$ cat config.mk
export PLATFORM = sky130hd
export DESIGN_NAME = instr_mem_ctrl
export DESIGN_NICKNAME = d
export VERILOG_FILES = /design/src/rtl/instr_mem_ctrl.sv
export SDC_FILE = /design/constraint.sdc
export NUM_CORES = 2
export LEC_CHECK = 0
export CORE_AREA = 2 2 537 672
export DETAILED_ROUTE_END_ITERATION = 7
export DIE_AREA = 0 0 539 674
export RECOVER_POWER = 25
export SYNTH_ARGS = -nofsm -noshare
export SYNTH_HDL_FRONTEND = slang
export SYNTH_SLANG_ARGS = --single-unit
export TNS_END_PERCENT = 50
$ cat constraint.sdc
create_clock -name clk -period 3.5 [get_ports clk]
set_clock_uncertainty 0.2 [all_clocks]
set_input_delay 0.7 -clock clk [delete_from_list [all_inputs] [get_ports clk]]
set_output_delay 0.7 -clock clk [all_outputs]
set_load 0.005 [all_outputs]
$ cat src/rtl/instr_mem_ctrl.sv
// Instruction memory with a program write port and a fixed-latency fetch FSM feeding the cpu ins port.
// Optional one-entry next-word prefetch buffer enabled by defining IMEM_PREFETCH_EN.
module instr_mem_ctrl #(
    parameter int unsigned ADDR_W = 8,
    parameter int unsigned DATA_W = 16,
    parameter int unsigned RD_LAT = 2
) (
    input  logic              clk,
    input  logic              rst,
    input  logic              en_ram_in,
    input  logic [15:0]       addr,
    output logic [DATA_W-1:0] ins,
    output logic              en_ram_out,
    output logic              err,
    output logic              busy,
    input  logic              prog_we,
    input  logic [ADDR_W-1:0] prog_addr,
    input  logic [DATA_W-1:0] prog_data
);

    localparam int unsigned DEPTH    = 2 ** ADDR_W;
    localparam int unsigned CNT_W    = 4;
    localparam int unsigned WAIT_CYC = (RD_LAT > 1) ? (RD_LAT - 1) : 1;
    localparam logic [CNT_W-1:0] WAIT_LAST = CNT_W'(WAIT_CYC - 1);

    typedef enum logic [1:0] {
        S_IDLE = 2'd0,
        S_WAIT = 2'd1,
        S_RESP = 2'd2
    } state_t;

    logic [DATA_W-1:0] mem [DEPTH];

    state_t            state_q, state_d;
    logic [CNT_W-1:0]  cnt_q, cnt_d;
    logic              oor_q, oor_d;
    logic [DATA_W-1:0] data_q, data_d;
    logic [DATA_W-1:0] ins_q, ins_d;
    logic              en_out_q, en_out_d;
    logic              err_q, err_d;
    logic              busy_q, busy_d;
    logic              in_range_c;
    logic [ADDR_W-1:0] idx_c;

`ifdef IMEM_PREFETCH_EN
    logic [ADDR_W-1:0] addr_q, addr_d;
    logic              pf_valid_q, pf_valid_d;
    logic [ADDR_W-1:0] pf_tag_q, pf_tag_d;
    logic [DATA_W-1:0] pf_data_q, pf_data_d;
    logic              pf_hit_c;
`endif

    assign idx_c      = addr[ADDR_W-1:0];
    assign in_range_c = ((addr >> ADDR_W) == 16'd0);

`ifdef IMEM_PREFETCH_EN
    assign pf_hit_c = in_range_c && pf_valid_q && (idx_c == pf_tag_q);
`endif

    assign ins        = ins_q;
    assign en_ram_out = en_out_q;
    assign err        = err_q;
    assign busy       = busy_q;

    // Program port: never stalled, no reset so contents survive rst.
    always_ff @(posedge clk) begin
        if (prog_we) begin
            mem[prog_addr] <= prog_data;
        end
    end

    always_ff @(posedge clk) begin
        if (rst) begin
            state_q    <= S_IDLE;
            cnt_q      <= '0;
            oor_q      <= 1'b0;
            data_q     <= '0;
            ins_q      <= '0;
            en_out_q   <= 1'b0;
            err_q      <= 1'b0;
            busy_q     <= 1'b0;
`ifdef IMEM_PREFETCH_EN
            addr_q     <= '0;
            pf_valid_q <= 1'b0;
            pf_tag_q   <= '0;
            pf_data_q  <= '0;
`endif
        end else begin
            state_q    <= state_d;
            cnt_q      <= cnt_d;
            oor_q      <= oor_d;
            data_q     <= data_d;
            ins_q      <= ins_d;
            en_out_q   <= en_out_d;
            err_q      <= err_d;
            busy_q     <= busy_d;
`ifdef IMEM_PREFETCH_EN
            addr_q     <= addr_d;
            pf_valid_q <= pf_valid_d;
            pf_tag_q   <= pf_tag_d;
            pf_data_q  <= pf_data_d;
`endif
        end
    end

    always_comb begin
        state_d    = state_q;
        cnt_d      = cnt_q;
        oor_d      = oor_q;
        data_d     = data_q;
        ins_d      = ins_q;
        en_out_d   = 1'b0;
        err_d      = 1'b0;
`ifdef IMEM_PREFETCH_EN
        addr_d     = addr_q;
        pf_valid_d = pf_valid_q;
        pf_tag_d   = pf_tag_q;
        pf_data_d  = pf_data_q;
`endif

        case (state_q)
            S_IDLE: begin
                if (en_ram_in) begin
                    // Array is read on the accept edge, so a same-edge write returns the old word.
                    oor_d   = ~in_range_c;
                    data_d  = mem[idx_c];
                    cnt_d   = '0;
                    state_d = (RD_LAT == 1) ? S_RESP : S_WAIT;
`ifdef IMEM_PREFETCH_EN
                    addr_d  = idx_c;
                    if (pf_hit_c) begin
                        data_d  = pf_data_q;
                        state_d = S_RESP;
                    end else begin
                        pf_valid_d = 1'b0;
                    end
`endif
                end
            end
            S_WAIT: begin
                if (cnt_q == WAIT_LAST) begin
                    state_d = S_RESP;
                end else begin
                    cnt_d = CNT_W'(cnt_q + 1'b1);
                end
            end
            S_RESP: begin
                state_d  = S_IDLE;
                en_out_d = 1'b1;
                err_d    = oor_q;
                ins_d    = oor_q ? '0 : data_q;
`ifdef IMEM_PREFETCH_EN
                if (!oor_q) begin
                    pf_tag_d   = ADDR_W'(addr_q + 1'b1);
                    pf_data_d  = mem[ADDR_W'(addr_q + 1'b1)];
                    pf_valid_d = 1'b1;
                end
`endif
            end
            default: begin
                state_d = S_IDLE;
            end
        endcase

`ifdef IMEM_PREFETCH_EN
        // Any write to the buffered address (including one on the fill edge) makes it stale.
        if (prog_we && (prog_addr == pf_tag_d)) begin
            pf_valid_d = 1'b0;
        end
`endif

        busy_d = (state_d != S_IDLE);
    end

endmodule

## After elaboration in Yosys (flattened, before gate mapping)

Memory sizes are Yosys's and may differ from the RTL's. A register that Yosys moved wholly into a read port is not among the register bits.
Cells that the tools add are included.

| storage, ports and cells | value |
|---|---|
| bits in registers | 26 |
| bits in latches | 0 |
| bits in writable memories | 4096 |
| ROM bits | 0 |
| bits of input ports | 44 |
| output and inout port bits | 19 |
| word-level logic and storage cells | 33 |
| memories | 1 |

Memory list:

| name | words | width | read ports | clocked after memory_dff | wr ports | line | text |
|---|---|---|---|---|---|---|---|
| mem | 256 | 16 | 1 | 1 | 1 | 32 | `logic [DATA_W-1:0] mem [DEPTH];` |

| operators by class | value |
|---|---|
| add/subtract/negate cells | 1 |
| $mul | 0 |
| divide/modulo/power cells | 0 |
| order comparisons | 0 |
| equality and inequality tests | 4 |
| shift-type cells | 0 |
| multiplexer cells | 10 |
| bitwise logic cells | 2 |
| reductions and logical operators | 8 |

Operators by type and width:

| operator | count |
|---|---|
| 16-bit logical NOT | 1 |
| 16-bit 2-to-1 mux | 1 |
| 4-bit 2-to-1 mux | 2 |
| 4-bit case mux with 2 select lines | 1 |
| 4-bit by 1-bit adder with 4-bit output (second input constant) | 1 |
| 4-bit logical NOT | 1 |
| 2-bit 2-to-1 mux | 2 |
| 2-bit != test (second input constant) | 2 |
| 2-bit case mux with 2 select lines | 1 |
| 2-bit nonzero test | 2 |
| 1-bit 2-to-1 mux | 3 |
| 3-bit AND reduction | 1 |
| 2-bit by 1-bit == test with 1-bit output (second input constant) | 1 |
| 2-bit == test (second input constant) | 1 |
| 2-bit logical NOT | 1 |
| 1-bit NOT | 2 |
| 2-bit AND reduction | 1 |
| 2-bit OR reduction | 1 |

## Longest topological paths before layout

| logic depth | value |
|---|---|
| word-level depth | 4 |
| gate-level depth with buffers | 13 |
| depth with buffers taken out | 7 |

## Least setup slack after synthesis

No wires, ideal clock.

| timing path | value |
|---|---|
| path type | in2reg |
| from | in prog_addr[3] |
| to | mem mem[235][0], enable pin |
| setup time | 0.388 ns |
| data arrival time | 2.477 ns |
| data required time | 2.912 ns |
| setup slack | 0.435 ns |
| cell stages on the path | 6 |
| buffers on the path | 3 |
| cells stage by stage | clkbuf_1 nor2b_1 clkbuf_1 nand4_1 clkbuf_1 nor2_1 |

RTL lines:

| item | line | text |
|---|---|---|
| start, declared | 17 | `input logic [ADDR_W-1:0] prog_addr,` |
| end, declared | 32 |  |

Straight into the memory's write port.

## Worst setup path after layout

| timing path | value |
|---|---|
| from | in prog_data[2] |
| to | mem mem[170][2], data pin |

RTL lines:

| item | line | text |
|---|---|---|
| start, declared | 18 | `input logic [DATA_W-1:0] prog_data` |

Straight into the memory's write port.

==> out/metrics.yaml <==
status: "complete, but fails checks"
violations: "capacitance limit, slew limit, setup timing"
start_kind: "input pin"
gr-total-overflow: 0
critPathMaxStageDelay_ns: 1.75
setup_slack_ns: -0.0331
finalNetCount: 8979
yosysTopAreaCell: "edfxtp_1"
cts_buffer_depth: 4
synth_top_cell_area_share_pct: 76.9
die_h_um: 674
finalNonFillerCells: 13991
io_pins: 63
grt_use_total_pct: 24.7
crit_path_max_fanout: 90
period_needed_ns: 3.53
post-dp-hpwl_mm: 297
clkLatencyLatePin_ns: 0.95
worst_r2r_path_depth: 10
setup_viol: 23
antenna_found_initial: 27
core-area_mm2: 0.358
fp.dieW_um: 539
hold_violations: 0
postCtsSetupRepairBufs: 0
final_max_slew_viol_count: 1048
finalPower_mw: 103
grt_max_degree: 105
min_delay_path_depth: 1
cp_top_family: "buffers and inverters"
synth_edf_count: 4096
wl_per_cell_um: 32.3
htree_levels: 5
place_inst: 13241
io_buffers: 62
power.density_mw_per_mm2: 545
root_buffer: "clkbuf_16"
irDropWorstVdd_v: 0.000421
rsz0062_at_grt: "false"
end_kind: "flip-flop"
layout-drive-gt1-share_pct: 28.6
syn2layout_area_growth_pct: 18.8
leakage_nw: 62.3
async_flop_share_pct: 0
start_util_pct: 44.7
slew-limit-headroom_pct: -128
grt_pass1_wl_mm: 637
netlist_instances: 7660
avgSynthCellArea_um2: 20.9
cts_tree: "built"
dieArea_mm2: 0.363
cts_sinks: 4138
max_freq_ghz: 0.283
worst_slew_pin_slew_ns: 3.42
syn-cell-area_mm2: 0.160
cp_common_cell: "clkbuf_2"
synth_nets: 7706
worst-path-stages: 2
grt_pass1_vias: 84511
synth_top_flop_cell: "edfxtp_1"
cp_num_buf_inv: 2
placed_area_mm2: 0.177
place_ws_ns: -1.10
maxCapViolations: 16
vias: 83246
hp-class: "flip-flop to flip-flop"
synth-seq-cells: 4138
netlist_top_cells_area: "edfxtp_1 77%, mux4_2 9.8%, mux2i_1 4.1%"
critPathRequiredTime_ns: 3.84
place.gp.congestion: 0.962
first_iter_violations: 9796
wirelength_mm: 452
worstSetupPathType: "input pin to flip-flop"
drc: 0
ys_seq_area_share_pct: 77.5
via_per_inst: 5.95
drt-pass1-iter-count: 6
design_area_mm2: 0.190
crit_arrival_ns: 3.87
postRouteAntennaNets: 0
yosysWarnings: 0
yosys.cell_types.count: 69
fin_crit_sh_pct: 101
cts_inserted_buffers: 398
rows: 246
cpMaxStageDelayCell: "clkbuf_2"
crit_chain: "clkbuf_2 -> clkbuf_2"
path_clk_slew_ns: 0.07
[layer usage]
metal / share of wire (%) / vias up / global-route usage (%)
li1: - / 34696 / -
met1: 38 / 44263 / 31.6
met2: 50 / 3514 / 42.1
met3: 7.1 / 763 / 3.59
met4: 4.8 / 10 / 10.4
met5: 0.014 / - / 0
[what timing repair did]
| item | in CTS | in global routing |
|---|---|---|
| resized for setup | 3 | 1 |
| endpoints found under the setup margin | 3 | 1 |
| pin swaps | 0 | 1 |
| hold endpoints to repair | 86 | 0 |
| hold buffers | 4 | 0 |
[state kept, by name (all words and copies together) (netlist names)]
name / flops
oor_q: 1
busy: 1
mem: 4096
err: 1
cnt_q: 4
state_q: 2
data_q: 16
en_ram_out: 1
ins: 16
[final cells by class]
| cell class | count | area (um2) |
|---|---|---|
| fillers | 27661 | 168000 |
| flip-flops and latches | 4138 | 124000 |
| multi-input cells | 3049 | 32900 |
| repair buffers | 1339 | 14300 |
| clock buffers | 476 | 10500 |
| well taps | 4712 | 5900 |
| clock inverters | 254 | 2450 |
| diodes | 16 | 40.0 |
| inverters | 7 | 35.0 |
[synth_stat cells, drive strengths merged (3+ instances only)]
library cell,count
edfxtp,4096
mux4,721
mux2i,653
buf,323
nor2,320
o22ai,237
nand2,221
clkbuf,141
a21oi,125
o221ai,107
a22oi,98
o21ai,93
a211oi,74
nand3,59
a2111oi,56
dfxtp,42
nor3,40
nand4,26
nor4,25
nor2b,24
a221oi,18
a22o,18
a211o,16
a221o,8
and2,8
mux2,8
o211ai,8
a32oi,7
inv,7
or3,7
and3,6
nand4b,6
or3b,6
a311oi,5
and4b,5
nand3b,5
or2,5
or4,5
a31oi,4
a32o,4
nand2b,3
o32ai,3
[stage by stage]
step / utilization, % / hold slack, ns / setup TNS [ns]
3_3_place_gp: 49.6 / 0.253 / -12.57
2_1_floorplan: - / 0.236 / 0
5_1_grt: 53.1 / 0.289 / 0
6_report: 53.1 / 0.271 / -0.360
3_5_place_dp: 49.6 / 0.259 / -12.34
4_1_cts: 53.2 / 0.00257 / 0
[cells by family (layout without fill, tap and decap cells)]
| family | count (synthesis) | count (layout) | synth area share (%) |
|---|---|---|---|
| muxes | 1382 | 1382 | 14.4 |
| xor gates and xnor gates | 2 | 2 | 0.0110 |
| AOI/OAI and AO/OA | 889 | 889 | 3.88 |
| other | 0 | 16 | 0 |
| buffers and inverters | 473 | 2076 | 2.12 |
| and+or+nand+nor | 774 | 774 | 2.15 |
| DFF | 4138 | 4138 | 77.5 |
| adders and majority gates | 2 | 2 | 0.0157 |
[cell usage in the layout, fill, tap and decap left out, drive strengths merged, types with 25 or more instances in the layout]
master	count
a2111oi	56
a211oi	74
a21oi	125
a22oi	98
buf	1254
bufinv	41
clkbuf	514
clkdlybuf4s50	42
clkinv	181
dfxtp	42
edfxtp	4096
mux2i	653
mux4	721
nand2	221
nand3	59
nand4	26
nor2	320
nor3	40
nor4	25
o21ai	93
o221ai	107
o22ai	237
[path summary, 6_finish.rpt]
kind | startpoint | end | slack, ns
hold reg to reg | data_q[0] | ins[0] | 0.27
hold / removal | data_q[0] | ins[0] | 0.27
setup reg to reg | mem[183][10] | data_q[10] | 0.33
setup / recovery | prog_data[2] | mem[170][2] | -0.03
[where the power goes]
group / switching, mW / leakage, nW / internal [mW]
combinational: 3.62 / 18.9 / 2.23
sequential: 0.0543 / 37.2 / 54.6
clock: 18.6 / 6.32 / 24.4
Note: power is estimated with default switching activity, not from simulation.
